--- config.mk ---
export PLATFORM = sky130hd
export DESIGN_NAME = midi_rx_flat
export DESIGN_NICKNAME = d
export VERILOG_FILES = /design/src/rtl/midi_rx_if.sv /design/src/rtl/midi_rx.sv /design/src/flat_wrapper.sv
export SDC_FILE = /design/constraint.sdc
export NUM_CORES = 1
export LEC_CHECK = 0
export CAP_MARGIN = 20
export CORE_MARGIN = 1.5
export CORE_UTILIZATION = 35
export DETAILED_ROUTE_END_ITERATION = 10
export PLACE_DENSITY = 0.63
export SLEW_MARGIN = 30
export SYNTH_ARGS = -nofsm -noshare
export SYNTH_HDL_FRONTEND = slang
export SYNTH_SLANG_ARGS = --single-unit
--- constraint.sdc ---
create_clock -name clock -period 2.1 [get_ports clock]
set_input_delay 0.315 -clock clock [delete_from_list [all_inputs] [get_ports clock]]
set_output_delay 0.315 -clock clock [all_outputs]
set_load 0.05 [all_outputs]
--- src/rtl/midi_rx_if.sv ---
// Signal bundle between the MIDI receiver and its consumer (game_logic).
// Strobes carry no back-pressure: midi_ready/note_off/frame_err are single-cycle
// pulses; midi_index/velocity are valid from their pulse until the next accepted event.
interface midi_rx_if;
    logic       midi_in;
    logic [6:0] midi_index;
    logic [6:0] velocity;
    logic       midi_ready;
    logic       note_off;
    logic       frame_err;
    logic [1:0] rx_state;

    modport master (
        input  midi_in,
        output midi_index, velocity, midi_ready, note_off, frame_err, rx_state
    );

    modport slave (
        output midi_in,
        input  midi_index, velocity, midi_ready, note_off, frame_err, rx_state
    );
endinterface

--- src/rtl/midi_rx.sv ---
// 8N1 MIDI receiver with running-status note parser; emits note-on/off strobes.
// Optional channel filter: define MIDI_RX_CHANNEL_FILTER_EN to accept only CHANNEL.
module midi_rx #(
    parameter int CLK_FREQ  = 65000000,
    parameter int BAUD      = 31250,
    parameter int NOTE_LOW  = 48,
    parameter int NOTE_HIGH = 79,
    parameter int CHANNEL   = 0
) (
    input  logic      clock,
    input  logic      reset_n,
    midi_rx_if.master bus
);
    localparam int DIV = CLK_FREQ / BAUD;
    localparam int CW  = $clog2(DIV);
    localparam logic [CW-1:0] FULL_M1 = CW'(DIV - 1);
    localparam logic [CW-1:0] HALF_M1 = CW'(DIV / 2 - 1);
    localparam logic [6:0]    LO      = 7'(NOTE_LOW);
    localparam logic [6:0]    HI      = 7'(NOTE_HIGH);
    localparam logic [3:0]    CHAN    = 4'(CHANNEL);

    typedef enum logic [1:0] {S_IDLE, S_START, S_DATA, S_STOP} rx_state_e;

    rx_state_e     state_q;
    logic          sync1_q, sync2_q, prev_q;
    logic [CW-1:0] cnt_q;
    logic [2:0]    bit_q;
    logic [7:0]    shift_q;
    logic          byte_valid_q, frame_err_q;

    logic [7:0] status_q;
    logic       dcnt_q;
    logic [6:0] note_q;
    logic       evt_on_q, evt_off_q;
    logic [6:0] evt_note_q, evt_vel_q;
    logic [6:0] midi_index_q, velocity_q;
    logic       midi_ready_q, note_off_q;

    // Two flops for metastability, a third only to detect the falling edge.
    always_ff @(posedge clock or negedge reset_n) begin
        if (!reset_n) begin
            sync1_q <= 1'b1;
            sync2_q <= 1'b1;
            prev_q  <= 1'b1;
        end else begin
            sync1_q <= bus.midi_in;
            sync2_q <= sync1_q;
            prev_q  <= sync2_q;
        end
    end

    always_ff @(posedge clock or negedge reset_n) begin
        if (!reset_n) begin
            state_q      <= S_IDLE;
            cnt_q        <= '0;
            bit_q        <= '0;
            shift_q      <= '0;
            byte_valid_q <= 1'b0;
            frame_err_q  <= 1'b0;
        end else begin
            byte_valid_q <= 1'b0;
            frame_err_q  <= 1'b0;
            case (state_q)
                S_IDLE: begin
                    if (prev_q && !sync2_q) begin
                        state_q <= S_START;
                        cnt_q   <= HALF_M1;
                    end
                end
                S_START: begin
                    if (cnt_q != '0) begin
                        cnt_q <= cnt_q - 1'b1;
                    end else if (sync2_q) begin
                        state_q <= S_IDLE;
                    end else begin
                        state_q <= S_DATA;
                        cnt_q   <= FULL_M1;
                        bit_q   <= '0;
                    end
                end
                S_DATA: begin
                    if (cnt_q != '0) begin
                        cnt_q <= cnt_q - 1'b1;
                    end else begin
                        shift_q <= {sync2_q, shift_q[7:1]};
                        cnt_q   <= FULL_M1;
                        bit_q   <= bit_q + 1'b1;
                        if (bit_q == 3'd7) state_q <= S_STOP;
                    end
                end
                default: begin
                    if (cnt_q != '0) begin
                        cnt_q <= cnt_q - 1'b1;
                    end else begin
                        byte_valid_q <= sync2_q;
                        frame_err_q  <= !sync2_q;
                        state_q      <= S_IDLE;
                    end
                end
            endcase
        end
    end

    logic       is_rt, is_sys, is_note_msg, is_two_byte, in_range, chan_ok;
    logic [6:0] vel;

    assign vel         = shift_q[6:0];
    assign is_rt       = (shift_q[7:3] == 5'b11111);
    assign is_sys      = (shift_q[7:4] == 4'hF);
    assign is_note_msg = (status_q[7:5] == 3'b100);
    assign is_two_byte = status_q[7] && (status_q[6:4] != 3'b100) && (status_q[6:4] != 3'b101);
    assign in_range    = (note_q >= LO) && (note_q <= HI);
`ifdef MIDI_RX_CHANNEL_FILTER_EN
    assign chan_ok = (status_q[3:0] == CHAN);
`else
    // Channel bits only matter in the filtered build; every channel passes here.
    assign chan_ok = 1'b1 || (status_q[3:0] == CHAN);
`endif

    always_ff @(posedge clock or negedge reset_n) begin
        if (!reset_n) begin
            status_q     <= '0;
            dcnt_q       <= 1'b0;
            note_q       <= '0;
            evt_on_q     <= 1'b0;
            evt_off_q    <= 1'b0;
            evt_note_q   <= '0;
            evt_vel_q    <= '0;
            midi_index_q <= '0;
            velocity_q   <= '0;
            midi_ready_q <= 1'b0;
            note_off_q   <= 1'b0;
        end else begin
            evt_on_q  <= 1'b0;
            evt_off_q <= 1'b0;
            if (frame_err_q) begin
                dcnt_q <= 1'b0;
            end else if (byte_valid_q && !is_rt) begin
                if (is_sys) begin
                    status_q <= '0;
                    dcnt_q   <= 1'b0;
                end else if (shift_q[7]) begin
                    status_q <= shift_q;
                    dcnt_q   <= 1'b0;
                end else if (is_note_msg) begin
                    if (!dcnt_q) begin
                        note_q <= shift_q[6:0];
                        dcnt_q <= 1'b1;
                    end else begin
                        dcnt_q <= 1'b0;
                        if (in_range && chan_ok) begin
                            evt_note_q <= note_q;
                            evt_vel_q  <= vel;
                            evt_on_q   <= status_q[4] && (vel != 7'd0);
                            evt_off_q  <= !(status_q[4] && (vel != 7'd0));
                        end
                    end
                end else if (is_two_byte) begin
                    dcnt_q <= !dcnt_q;
                end
            end

            // Second stage: the resolved event becomes visible one clock later.
            midi_ready_q <= evt_on_q;
            note_off_q   <= evt_off_q;
            if (evt_on_q || evt_off_q) midi_index_q <= evt_note_q;
            if (evt_on_q) velocity_q <= evt_vel_q;
        end
    end

    assign bus.midi_index = midi_index_q;
    assign bus.velocity   = velocity_q;
    assign bus.midi_ready = midi_ready_q;
    assign bus.note_off   = note_off_q;
    assign bus.frame_err  = frame_err_q;
    assign bus.rx_state   = state_q;
endmodule

--- src/flat_wrapper.sv ---
// flat-port wrapper written by rule: the top's interface ports become plain ports
module midi_rx_flat 
#(
    parameter int CLK_FREQ  = 65000000,
    parameter int BAUD      = 31250,
    parameter int NOTE_LOW  = 48,
    parameter int NOTE_HIGH = 79,
    parameter int CHANNEL   = 0
)
  (clock, reset_n, bus_midi_in, bus_midi_index, bus_velocity, bus_midi_ready, bus_note_off, bus_frame_err, bus_rx_state);
  midi_rx_if bus_i ();
  input  logic clock;
  input  logic reset_n;
  input wire logic [$bits(bus_i.midi_in)-1:0] bus_midi_in;
  output wire logic [$bits(bus_i.midi_index)-1:0] bus_midi_index;
  output wire logic [$bits(bus_i.velocity)-1:0] bus_velocity;
  output wire logic [$bits(bus_i.midi_ready)-1:0] bus_midi_ready;
  output wire logic [$bits(bus_i.note_off)-1:0] bus_note_off;
  output wire logic [$bits(bus_i.frame_err)-1:0] bus_frame_err;
  output wire logic [$bits(bus_i.rx_state)-1:0] bus_rx_state;
  assign bus_i.midi_in = bus_midi_in;
  assign bus_midi_index = bus_i.midi_index;
  assign bus_velocity = bus_i.velocity;
  assign bus_midi_ready = bus_i.midi_ready;
  assign bus_note_off = bus_i.note_off;
  assign bus_frame_err = bus_i.frame_err;
  assign bus_rx_state = bus_i.rx_state;
  midi_rx #(.CLK_FREQ(CLK_FREQ), .BAUD(BAUD), .NOTE_LOW(NOTE_LOW), .NOTE_HIGH(NOTE_HIGH), .CHANNEL(CHANNEL)) u_core (.clock(clock), .reset_n(reset_n), .bus(bus_i));
endmodule
==> flow_summary_export.csv, run 1 <==
group,metric,value,unit
outcome,status,"finished, final reports clean",
critical_path,path_delay_family,"compound AO/OA/AOI/OAI gates",
power_and_ir_drop,power_density,1096,nW/um^2
clocking,clk-insertion-delay-late,350,ps
critical_path,cp_max_fo,15,
synth,syn-instance-count,274,
place,dpl_worst_slack,-8.342,ps
routing,ant_nets,0,
synth,synth_edf_count,0,
floorplan,design.core.area,9328,sq um
power_and_ir_drop,total_power,0.004454,W
timing,drv_slew,0,
critical_path,crit_required,2370,ps
critical_path,critPathKind,"register to register",
timing,max_freq,0.5094,GHz
global_routing,grt.overflow.total,0,
synth,ys.warnings.count,0,
floorplan,chipWidth,101.4,microns
power_and_ir_drop,p_leak,1.928,nW
floorplan,die_area,10270,sq um
routing,drt-initial-drc-count,55,
timing,hold_viol,0,
timing,setup_ws,136.9,ps
critical_path,worst_path_largest_cell_delay,480,ps
global_routing,grt_pass1_vias,2237,
routing,avgRoutedWirePerCell,13.90,microns
synth,synth_top_area_cell,"dfrtp_1",
routing,firstDrtPassIters,4,
critical_path,r2r_cells,7,
timing,setup_tns,0,ps
routing,totalWireLength,6.172,mm
synth,synth.area.top_cells,"dfrtp_1, mux2_2, ha_1, nand2_1, dfstp_2",
place,place_congestion,0.8814,
min_path,hold_path_depth,0,
clocking,clock_path_buffers,2,
layout,n_antenna_cell,0,
timing,tightest_slew,512.3,ps
critical_path,start_kind,"register",
clocking,clock_tree.root_cell,"clkbuf_8",
layout,nNetsFinal,321,
place,portBuffers,21,
synth,netlist.area_leader.share,0.5248,
synth,syn_area,3386,sq um
clocking,htree_levels,3,
synth,syn_area_per_cell,12.36,sq um
timing,slew-limit-headroom,0.6574,
clocking,numCtsBuffers,9,
synth,synthArstFlopShare,1.000,
critical_path,arrival,2230,ps
synth,ys_ff_latch,74,
routing,route.detailed.drc,0,
layout,n_fill_cell,884,
routing,vias_per_cell,5.097,
floorplan,row_count,35,
place,placed_cells_incl_taps,427,
critical_path,crit_path_frequent_cell,"inv_1",
global_routing,grt_pass1_wl,10.42,mm
layout,syn2layout_area_growth,20.07,%
flow_run,maxCapViolCount,0,
synth,ys_seq_area_frac,0.5480,
floorplan,io_pins,22,
timing,setup_violations,0,
clocking,clock-sinks,74,
global_routing,antenna_found_initial,0,
critical_path,path_cells,"inv_1, ha_1, inv_1, a21boi_4, o21ai_4, or4_1, a21oi_1",
layout,instances_no_fill,444,
place,dp_hpwl,4.274,mm
floorplan,initial_core_util,0.3630,
timing,min_period,1963,ps
timing,rsz0062_at_grt,"no",
synth,yosysUniqueCellTypes,54,
min_path,hp-class,"register to register",
global_routing,grt_usage,0.1310,
synth,synth_ff_type,"dfrtp_1",
global_routing,grt_max_degree,45,
critical_path,worst_setup_path_end_kind,"register",
clocking,clk_transition_reported_paths,70,ps
timing,period_share,0.9348,
layout,final_layout_size_suffix_gt1_frac,0.3079,
critical_path,critical_path_depth,7,
power_and_ir_drop,irDropWorstVdd,0.0007777,V
synth,syn-num-nets,285,
floorplan,die_h,101.4,microns
critical_path,cpMaxStageDelayCell,"or4_1",
critical_path,cp_num_buf_inv,2,
timing,skew,9.087,ps
clocking,cts_setup_buffers,0,
routing,vias,2263,
clocking,cts_tree,"done",
logic make-up after synthesis:
kind of cell    Yosys count  synth area share
flops                    74            0.5480
simple gates             73            0.1301
compound gates           53            0.1153
mux                      45            0.1493
buf+inv                  21           0.02772
fa+ha+maj                 8           0.02957
through the flow:
stage	area (sq um)	utilization	hold WS, ps
finish	4065	0.4358	360.6
global route	4065	0.4358	365.5
CTS	4051	0.4343	360.5
detailed placement	3815	0.4090	270.8
global placement	3815	0.4090	269.3
floorplan	3388	-	19.41
repair_timing:
item                                    CTS  global route
resized for setup                         1             3
endpoints found under the setup margin    3             8
pin swaps                                 0             0
hold buffers                              1             0
endpoints found under the hold margin    30             0
final cells by class:
class | count | area [sq um] | share of cell area
repair buffers | 35 | 327.8 | 0.08064
clock inverters | 6 | 91.34 | 0.02247
well taps | 129 | 161.4 | 0.03970
flip-flops and latches | 74 | 1858 | 0.4571
inverters | 11 | 41.29 | 0.01016
multi-input cells | 179 | 1458 | 0.3586
clock buffers | 10 | 127.6 | 0.03139
flip-flops by register name, indices dropped and copies added (netlist names), 3 cells and up:
| signal | count |
|---|---|
| u_core.status_q | 4 |
| u_core.bit_q | 3 |
| u_core.bus.midi_index | 7 |
| u_core.note_q | 7 |
| u_core.bus.velocity | 7 |
| u_core.cnt_q | 12 |
| u_core.shift_q | 8 |
| u_core.evt_vel_q | 7 |
| u_core.evt_note_q | 7 |
routing by layer:
layer | share of wire | up-vias | GRT usage
li1 | - | 1080 | -
met1 | 0.47 | 1114 | 0.1592
met2 | 0.48 | 59 | 0.2210
met3 | 0.041 | 10 | 0.03865
met4 | 0.012 | 0 | 0.04808
met5 | 0 | - | 0
cell usage in the layout, fill, tap and decap left out, types with 3 or more instances in the layout:
master / n
a31oi_1: 3
or4_1: 3
clkinv_4: 3
nand2_1: 22
nand3_1: 5
a21oi_1: 12
dfrtp_1: 69
a22o_1: 5
clkdlybuf4s50_1: 20
or3_1: 3
inv_1: 11
clkbuf_8: 9
ha_1: 8
nor3_1: 4
buf_4: 13
o21ai_0: 9
dfstp_2: 3
mux2_2: 44
nor2_1: 14
worst register-to-register path: cells and delay by family (launching register included):
family	cells	cell delay (ps)
compound gates	3	490
buf+inv	2	250
fa+ha+maj	1	240
flops	1	430
simple gates	1	490
cell usage after synthesis, types with 3 or more instances:
master    instances
dfrtp_1          71
mux2_2           44
nand2_1          22
nor2_1           14
a21oi_1          12
inv_1            11
o21ai_0           9
ha_1              8
a22o_1            5
clkbuf_1          5
nand3_1           5
nor3_1            4
a31oi_1           3
buf_2             3
dfstp_2           3
or3_1             3
or4_1             3
report_power, final:
part | switching (W) | internal [W]
sequential | 0.000182 | 0.00156
clock | 0.000530 | 0.000673
combinational | 0.000874 | 0.000633
total | 0.00159 | 0.00287
path summary, 6_finish.rpt:
check                                       start                       end  slack (ps)
max                        u_core.bus.rx_state[0]           u_core.cnt_q[9]         140
min                                u_core.sync1_q            u_core.sync2_q         360
max reg2reg                u_core.bus.rx_state[0]           u_core.cnt_q[9]         140
min reg2reg                        u_core.sync1_q            u_core.sync2_q         360
max in group asynchronous                 reset_n             u_core.prev_q        1040
min in group asynchronous                 reset_n  u_core.bus.midi_index[5]         430
Power figures use the tool's default switching activity.
==> inputs of run 2 (changes only) <==
--- a/config.mk
+++ b/config.mk
@@ -6,7 +6,6 @@
 export NUM_CORES = 1
 export LEC_CHECK = 0
 export CAP_MARGIN = 20
-export CORE_MARGIN = 1.5
 export CORE_UTILIZATION = 35
 export DETAILED_ROUTE_END_ITERATION = 10
 export PLACE_DENSITY = 0.63
==> run 2 against run 1 <==
Effect of this change: largest cell class unchanged; first-iteration DRC count is 58% higher; register-to-register slack worse by 30 ps; clock power is 11% lower; via count is 0.97% lower; sequential power hardly changed; worst setup slack worse by 26 ps; highest routed layer unchanged; sequential cell count stayed put; wire length is 0.68% lower; cell count is 0.23% higher.
==> flow_summary_export.csv, run 2 (same netlist as run 1, synthesis figures left out) <==
group,metric,value,unit
timing,slew-limit-headroom,0.5912,
routing,ant_nets,0,
global_routing,antenna_found_initial,0,
timing,setup_ws,110.8,ps
power_and_ir_drop,p_leak,1.914,nW
routing,totalWireLength,6.130,mm
clocking,clock_path_buffers,2,
layout,n_fill_cell,891,
global_routing,grt_pass1_wl,10.74,mm
min_path,hold_path_depth,0,
timing,setup_violations,0,
timing,rsz0062_at_grt,"no",
routing,vias_per_cell,5.036,
flow_run,maxCapViolCount,0,
layout,instances_no_fill,445,
layout,final_common_cell,"dfrtp_1",
place,dp_hpwl,4.393,mm
clocking,numCtsBuffers,9,
clocking,clock-sinks,74,
routing,vias,2241,
clocking,clk-insertion-delay-late,340,ps
floorplan,design.core.area,9284,sq um
critical_path,worst_path_largest_cell_delay,490,ps
critical_path,reg2reg_to,"u_core.cnt_q[9]",
place,placed_cells_incl_taps,428,
critical_path,critPathKind,"register to register",
critical_path,start_kind,"register",
critical_path,cp_max_fo,14,
floorplan,initial_core_util,0.3647,
floorplan,chipWidth,100.4,microns
routing,route.detailed.drc,0,
timing,skew,6.583,ps
power_and_ir_drop,power_density,1067,nW/um^2
floorplan,die_area,10070,sq um
timing,period_share,0.9473,
min_path,hp-class,"register to register",
timing,hold_viol,0,
floorplan,io_pins,22,
global_routing,grt.overflow.total,0,
layout,n_antenna_cell,0,
floorplan,die_h,100.4,microns
power_and_ir_drop,irDropWorstVdd,0.0007367,V
timing,tightest_slew,613.2,ps
critical_path,r2r-start,"u_core.cnt_q[0]",
clocking,cts_tree,"done",
critical_path,crit_required,2370,ps
critical_path,cpMaxStageDelayCell,"or4_4",
clocking,clock_tree.root_cell,"clkbuf_8",
global_routing,grt_usage,0.1363,
layout,most-common-layout-cells,"dfrtp_1, mux2_2, nand2_1",
clocking,htree_levels,3,
critical_path,reg2reg_slack,110,ps
floorplan,row_count,35,
critical_path,arrival,2260,ps
global_routing,grt_pass1_vias,2237,
layout,largest_reg_flops,12,
critical_path,r2r_cells,8,
timing,max_freq,0.5027,GHz
place,place_congestion,0.9126,
place,dpl_worst_slack,86.64,ps
global_routing,grt_max_degree,29,
critical_path,startpoint,"u_core.cnt_q[0]",
timing,drv_slew,0,
routing,avgRoutedWirePerCell,13.78,microns
critical_path,worst_setup_path_end_kind,"register",
routing,firstDrtPassIters,5,
layout,top_register,"u_core.cnt_q",
timing,setup_tns,0,ps
min_path,worstHoldStart,"u_core.sync1_q",
critical_path,path_cells,"inv_1, ha_1, nor2b_2, nand4b_4, o21ai_2, buf_4, or4_4, a21oi_2",
power_and_ir_drop,total_power,0.004322,W
outcome,status,"finished, final reports clean",
timing,min_period,1989,ps
layout,final_layout_size_suffix_gt1_frac,0.3165,
place,portBuffers,21,
critical_path,critPathCapture,"u_core.cnt_q[9]",
layout,syn2layout_area_growth,19.66,%
layout,nNetsFinal,322,
routing,drt-initial-drc-count,87,
clocking,clk_transition_reported_paths,70,ps
layout,largestRegisters,"u_core.cnt_q: 12 flops, u_core.shift_q: 8 flops",
run 2: report_power, final:
group	leakage, nW	internal, W	switching (W)	total (W)
Combinational	0.822	0.000653	0.000849	0.00150
Clock	0.0925	0.000551	0.000524	0.00107
Sequential	1.00	0.00156	0.000183	0.00174
run 2: worst min-delay path by stage:
stage / slack [ps] / to
floorplan: 20 / u_core.bit_q[0]
global placement: 350 / u_core.sync2_q
detailed placement: 350 / u_core.sync2_q
CTS: 360 / u_core.sync2_q
global route: 360 / u_core.sync2_q
finish: 360 / u_core.sync2_q
run 2: worst max-delay path: cells and delay by family, from the launching register on:
family	cells	cell delay (ps)
adders and majority gates	1	210
AOI/OAI and AO/OA	2	230
and+or+nand+nor	3	820
buffers and inverters	2	280
DFF	1	390
run 2: what timing repair did:
action	CTS	global route
hold endpoints to repair	21	0
buffers inserted	0	0
hold buffers	1	0
resized for setup	0	4
endpoints found under the setup margin	0	9
run 2: stage by stage:
step                      hold WS, ps  instance area (sq um)  utilization
after CTS                       358.6                   4038       0.4349
final                           356.9                   4051       0.4364
after floorplan                 19.41                   3388            -
after global routing            361.5                   4051       0.4364
after detailed placement        347.2                   3832       0.4128
after global placement          346.9                   3832       0.4128
run 2: layer usage:
layer,track usage,vias to the layer above,part of all wire
met5,0,-,0
met2,0.2329,52,0.50
met3,0.04178,10,0.038
met4,0.04348,0,0.0093
li1,-,1071,-
met1,0.1641,1108,0.45
run 2: cell type report:
| class | instances | area [sq um] | share of cell area |
|---|---|---|---|
| sequential | 74 | 1858 | 0.4586 |
| timing repair buffer | 36 | 345.3 | 0.08524 |
| tap | 129 | 161.4 | 0.03984 |
| inverter | 11 | 41.29 | 0.01019 |
| clock inverter | 6 | 67.56 | 0.01668 |
| clock buffer | 10 | 127.6 | 0.03150 |
| multi-input combinational | 179 | 1450 | 0.3579 |
==> variant (settings of run 1) <==
Reset style: synchronous (`reset_n`), changed in 3 clocked blocks.
--- a/src/rtl/midi_rx.sv
+++ b/src/rtl/midi_rx.sv
@@ -37,7 +37,7 @@
     logic       midi_ready_q, note_off_q;
 
     // Two flops for metastability, a third only to detect the falling edge.
-    always_ff @(posedge clock or negedge reset_n) begin
+    always_ff @(posedge clock) begin
         if (!reset_n) begin
             sync1_q <= 1'b1;
             sync2_q <= 1'b1;
@@ -49,7 +49,7 @@
         end
     end
 
-    always_ff @(posedge clock or negedge reset_n) begin
+    always_ff @(posedge clock) begin
         if (!reset_n) begin
             state_q      <= S_IDLE;
             cnt_q        <= '0;
@@ -117,7 +117,7 @@
     assign chan_ok = 1'b1 || (status_q[3:0] == CHAN);
 `endif
 
-    always_ff @(posedge clock or negedge reset_n) begin
+    always_ff @(posedge clock) begin
         if (!reset_n) begin
             status_q     <= '0;
             dcnt_q       <= 1'b0;
Behaviour: differs if reset_n is asserted again (counterexample within 4 cycles, from zero or initial values and one cycle with reset_n low); with reset_n held inactive, the same outputs for 10 cycles.
==> variant against run 1 <==
  * Sequential power fell by 5%
  * Combinational power rose by 60%
  * Design area grew 2.7%
  * Wire length up 35%
  * Power increased by 19%
  * Count of clock-buffer cells in the layout stayed put
  * Sequential share of layout area down 10 points
  * Area after synthesis grew 0.37%
  * Worst setup slack got worse by 0.033 ns
  * Sequential cell count did not move
  * Synthesized cell count is 43% higher
  * Utilization grew 1.2 points
  * Highest routed layer unchanged
==> variant: results (changes against run 1) <==
| Metric | Value |
|---|---|
| Fillers | `925 (+4.6%)` |
| Synth cell count leaders | `74 x dfxtp_1, 46 x a21oi_1, 41 x o21ai_0, 26 x nand2_1, 25 x nand3_1` |
| Vias in the first global route | `2,867 (+28%)` |
| Max-slew headroom | `0.649 (-0.00845)` |
| Worst-case reg-to-reg path depth | `6 (-1)` |
| Reg2reg setup slack | `0.10 ns (-0.03 ns)` |
| Worst Clk Skew | `0.0109 ns (+0.00183 ns)` |
| Top FF cell, synth | `dfxtp_1` |
| Hpwl dp | `5470 um (+28%)` |
| DP Worst Slack | `0.00494 ns (+0.0133 ns)` |
| Status | `complete, no violations` |
| Layout cells sized above 1 | `0.152 (-0.156)` |
| HP Class | `register to register` |
| Pin count of the biggest net entering global routing | `63 (+40%)` |
| Crit path time final | `2.00 ns (+0.0330 ns)` |
| Mux contribution to synthesized area | `0.0449 (-0.104)` |
| Area contributors post-synth | `dfxtp_1 44%, a21oi_1 6.8%, o21ai_0 6.0%, mux2i_1 3.8%, nand3_1 3.7%` |
| Final #Nets | `439 (+37%)` |
| Syn nets | `402 (+41%)` |
| DR vias | `3,059 (+35%)` |
| Min-Delay Path Depth | `1 (+1)` |
| Leakage | `0.00144 uW (-25%)` |
| First-pass GRT wire length | `13,900 um (+34%)` |
| Routed Wire Length | `8330 um (+35%)` |
| GR Util All Layers | `0.169 (+0.0380)` |
| Synth unique cells | `57 (+5.6%)` |
| Peak VDD IR | `0.700 mV (-10%)` |
| Compound-Gate Fraction of Synth Area | `0.237 (+0.121)` |
| Post-CTS setup repair buffer count | `0 (unchanged)` |
| Net Sw Frac | `0.387 (+0.0314)` |
| Arr. time, crit path | `2.30 ns (+0.07 ns)` |
| Async SR Flop Fraction | `0 (-1.00)` |
| Seq/Total Area, Yosys | `0.436 (-0.112)` |
| Initial drt markers | `137 (+150%)` |
| Post-synthesis adder-cell area fraction | `0.0258 (-0.00379)` |
| Reg clk slew, reported paths | `0.09 ns (+0.02 ns)` |
| Xor-xnor portion of the synthesized cell area | `0 (unchanged)` |
| Critical Path Fanout Max | `9 (-6)` |
| Number of port buffers | `21 (unchanged)` |
| GPL Wtd Cong | `0.847 (-4.0%)` |
-- variant: cell types whose count changed after synthesis, moves of 5 or more --
| cell | run 1 | this run |
|---|---|---|
| dfxtp_1 | 0 | 74 |
| clkbuf_1 | 5 | 21 |
| mux2_2 | 44 | 2 |
| mux2i_1 | 1 | 13 |
| dfrtp_1 | 71 | 0 |
| nor2_1 | 14 | 24 |
| nand2b_1 | 2 | 8 |
| o21ai_0 | 9 | 41 |
| a21oi_1 | 12 | 46 |
| a211oi_1 | 2 | 9 |
| nand3_1 | 5 | 25 |
| a22o_1 | 5 | 0 |
-- variant: worst paths after layout --
kind	from	end
worst max-delay path	u_core.cnt_q[0]	u_core.cnt_q[0]
worst min-delay path	u_core.sync1_q	u_core.sync2_q
worst min register to register	u_core.sync1_q	u_core.sync2_q
worst max register to register	u_core.cnt_q[0]	u_core.cnt_q[0]
-- variant: power groups by stage --
stage	registers, uW	clock network (uW)	logic, uW
4_1_cts	1650	1250	2350
3_3_place_gp	1680	0	2300
3_5_place_dp	1690	0	2320
5_1_grt	1680	1310	2610
2_1_floorplan	1690	0	1490
6_report	1660	1230	2420
-- variant: critical path, cell delays in order, from the launching register on --
cell,delay (ns)
dfxtp_1,0.33
inv_1,0.08
ha_1,0.18
or4b_1,0.47
or4_4,0.51
a211oi_1,0.25
a41o_2,0.12
-- variant: area by class of cell --
type | instances | area [sq um] | share of cell area
Multi-Input combinational cell | 282 | 1810 | 0.434
Clock inverter | 6 | 91.3 | 0.0219
Sequential cell | 74 | 1490 | 0.357
Timing Repair Buffer | 52 | 455 | 0.109
Inverter | 10 | 37.5 | 0.00899
Tap cell | 129 | 161 | 0.0387
Clock buffer | 10 | 128 | 0.0306
-- variant: cell families after synthesis --
group | Yosys count
flip-flops | 74
multiplexers | 15
AO/OA/AOI/OAI | 131
AND/OR/NAND/NOR | 129
adder cells (fa/ha/maj) | 7
buffers and inverters | 36
-- variant: stage by stage --
step | instances | hold WS [ns] | total power [uW] | TNS, ns | area [sq um]
floorplan | 392 | 0.386 | 3190 | 0 | 3420
global placement | 547 | 0.402 | 3980 | 0 | 3930
detailed placement | 547 | 0.418 | 4010 | 0 | 3930
CTS | 563 | 0.442 | 5250 | 0 | 4160
global route | 563 | 0.467 | 5590 | -0.0192 | 4180
finish | 563 | 0.439 | 5310 | 0 | 4180
-- variant: metal layers --
layer,wire length [um],GRT usage,vias up
met2,3700,0.254,59
li1,-,-,1525
met5,0,0,-
met4,129,0.0737,0
met1,4230,0.238,1464
met3,267,0.0283,11
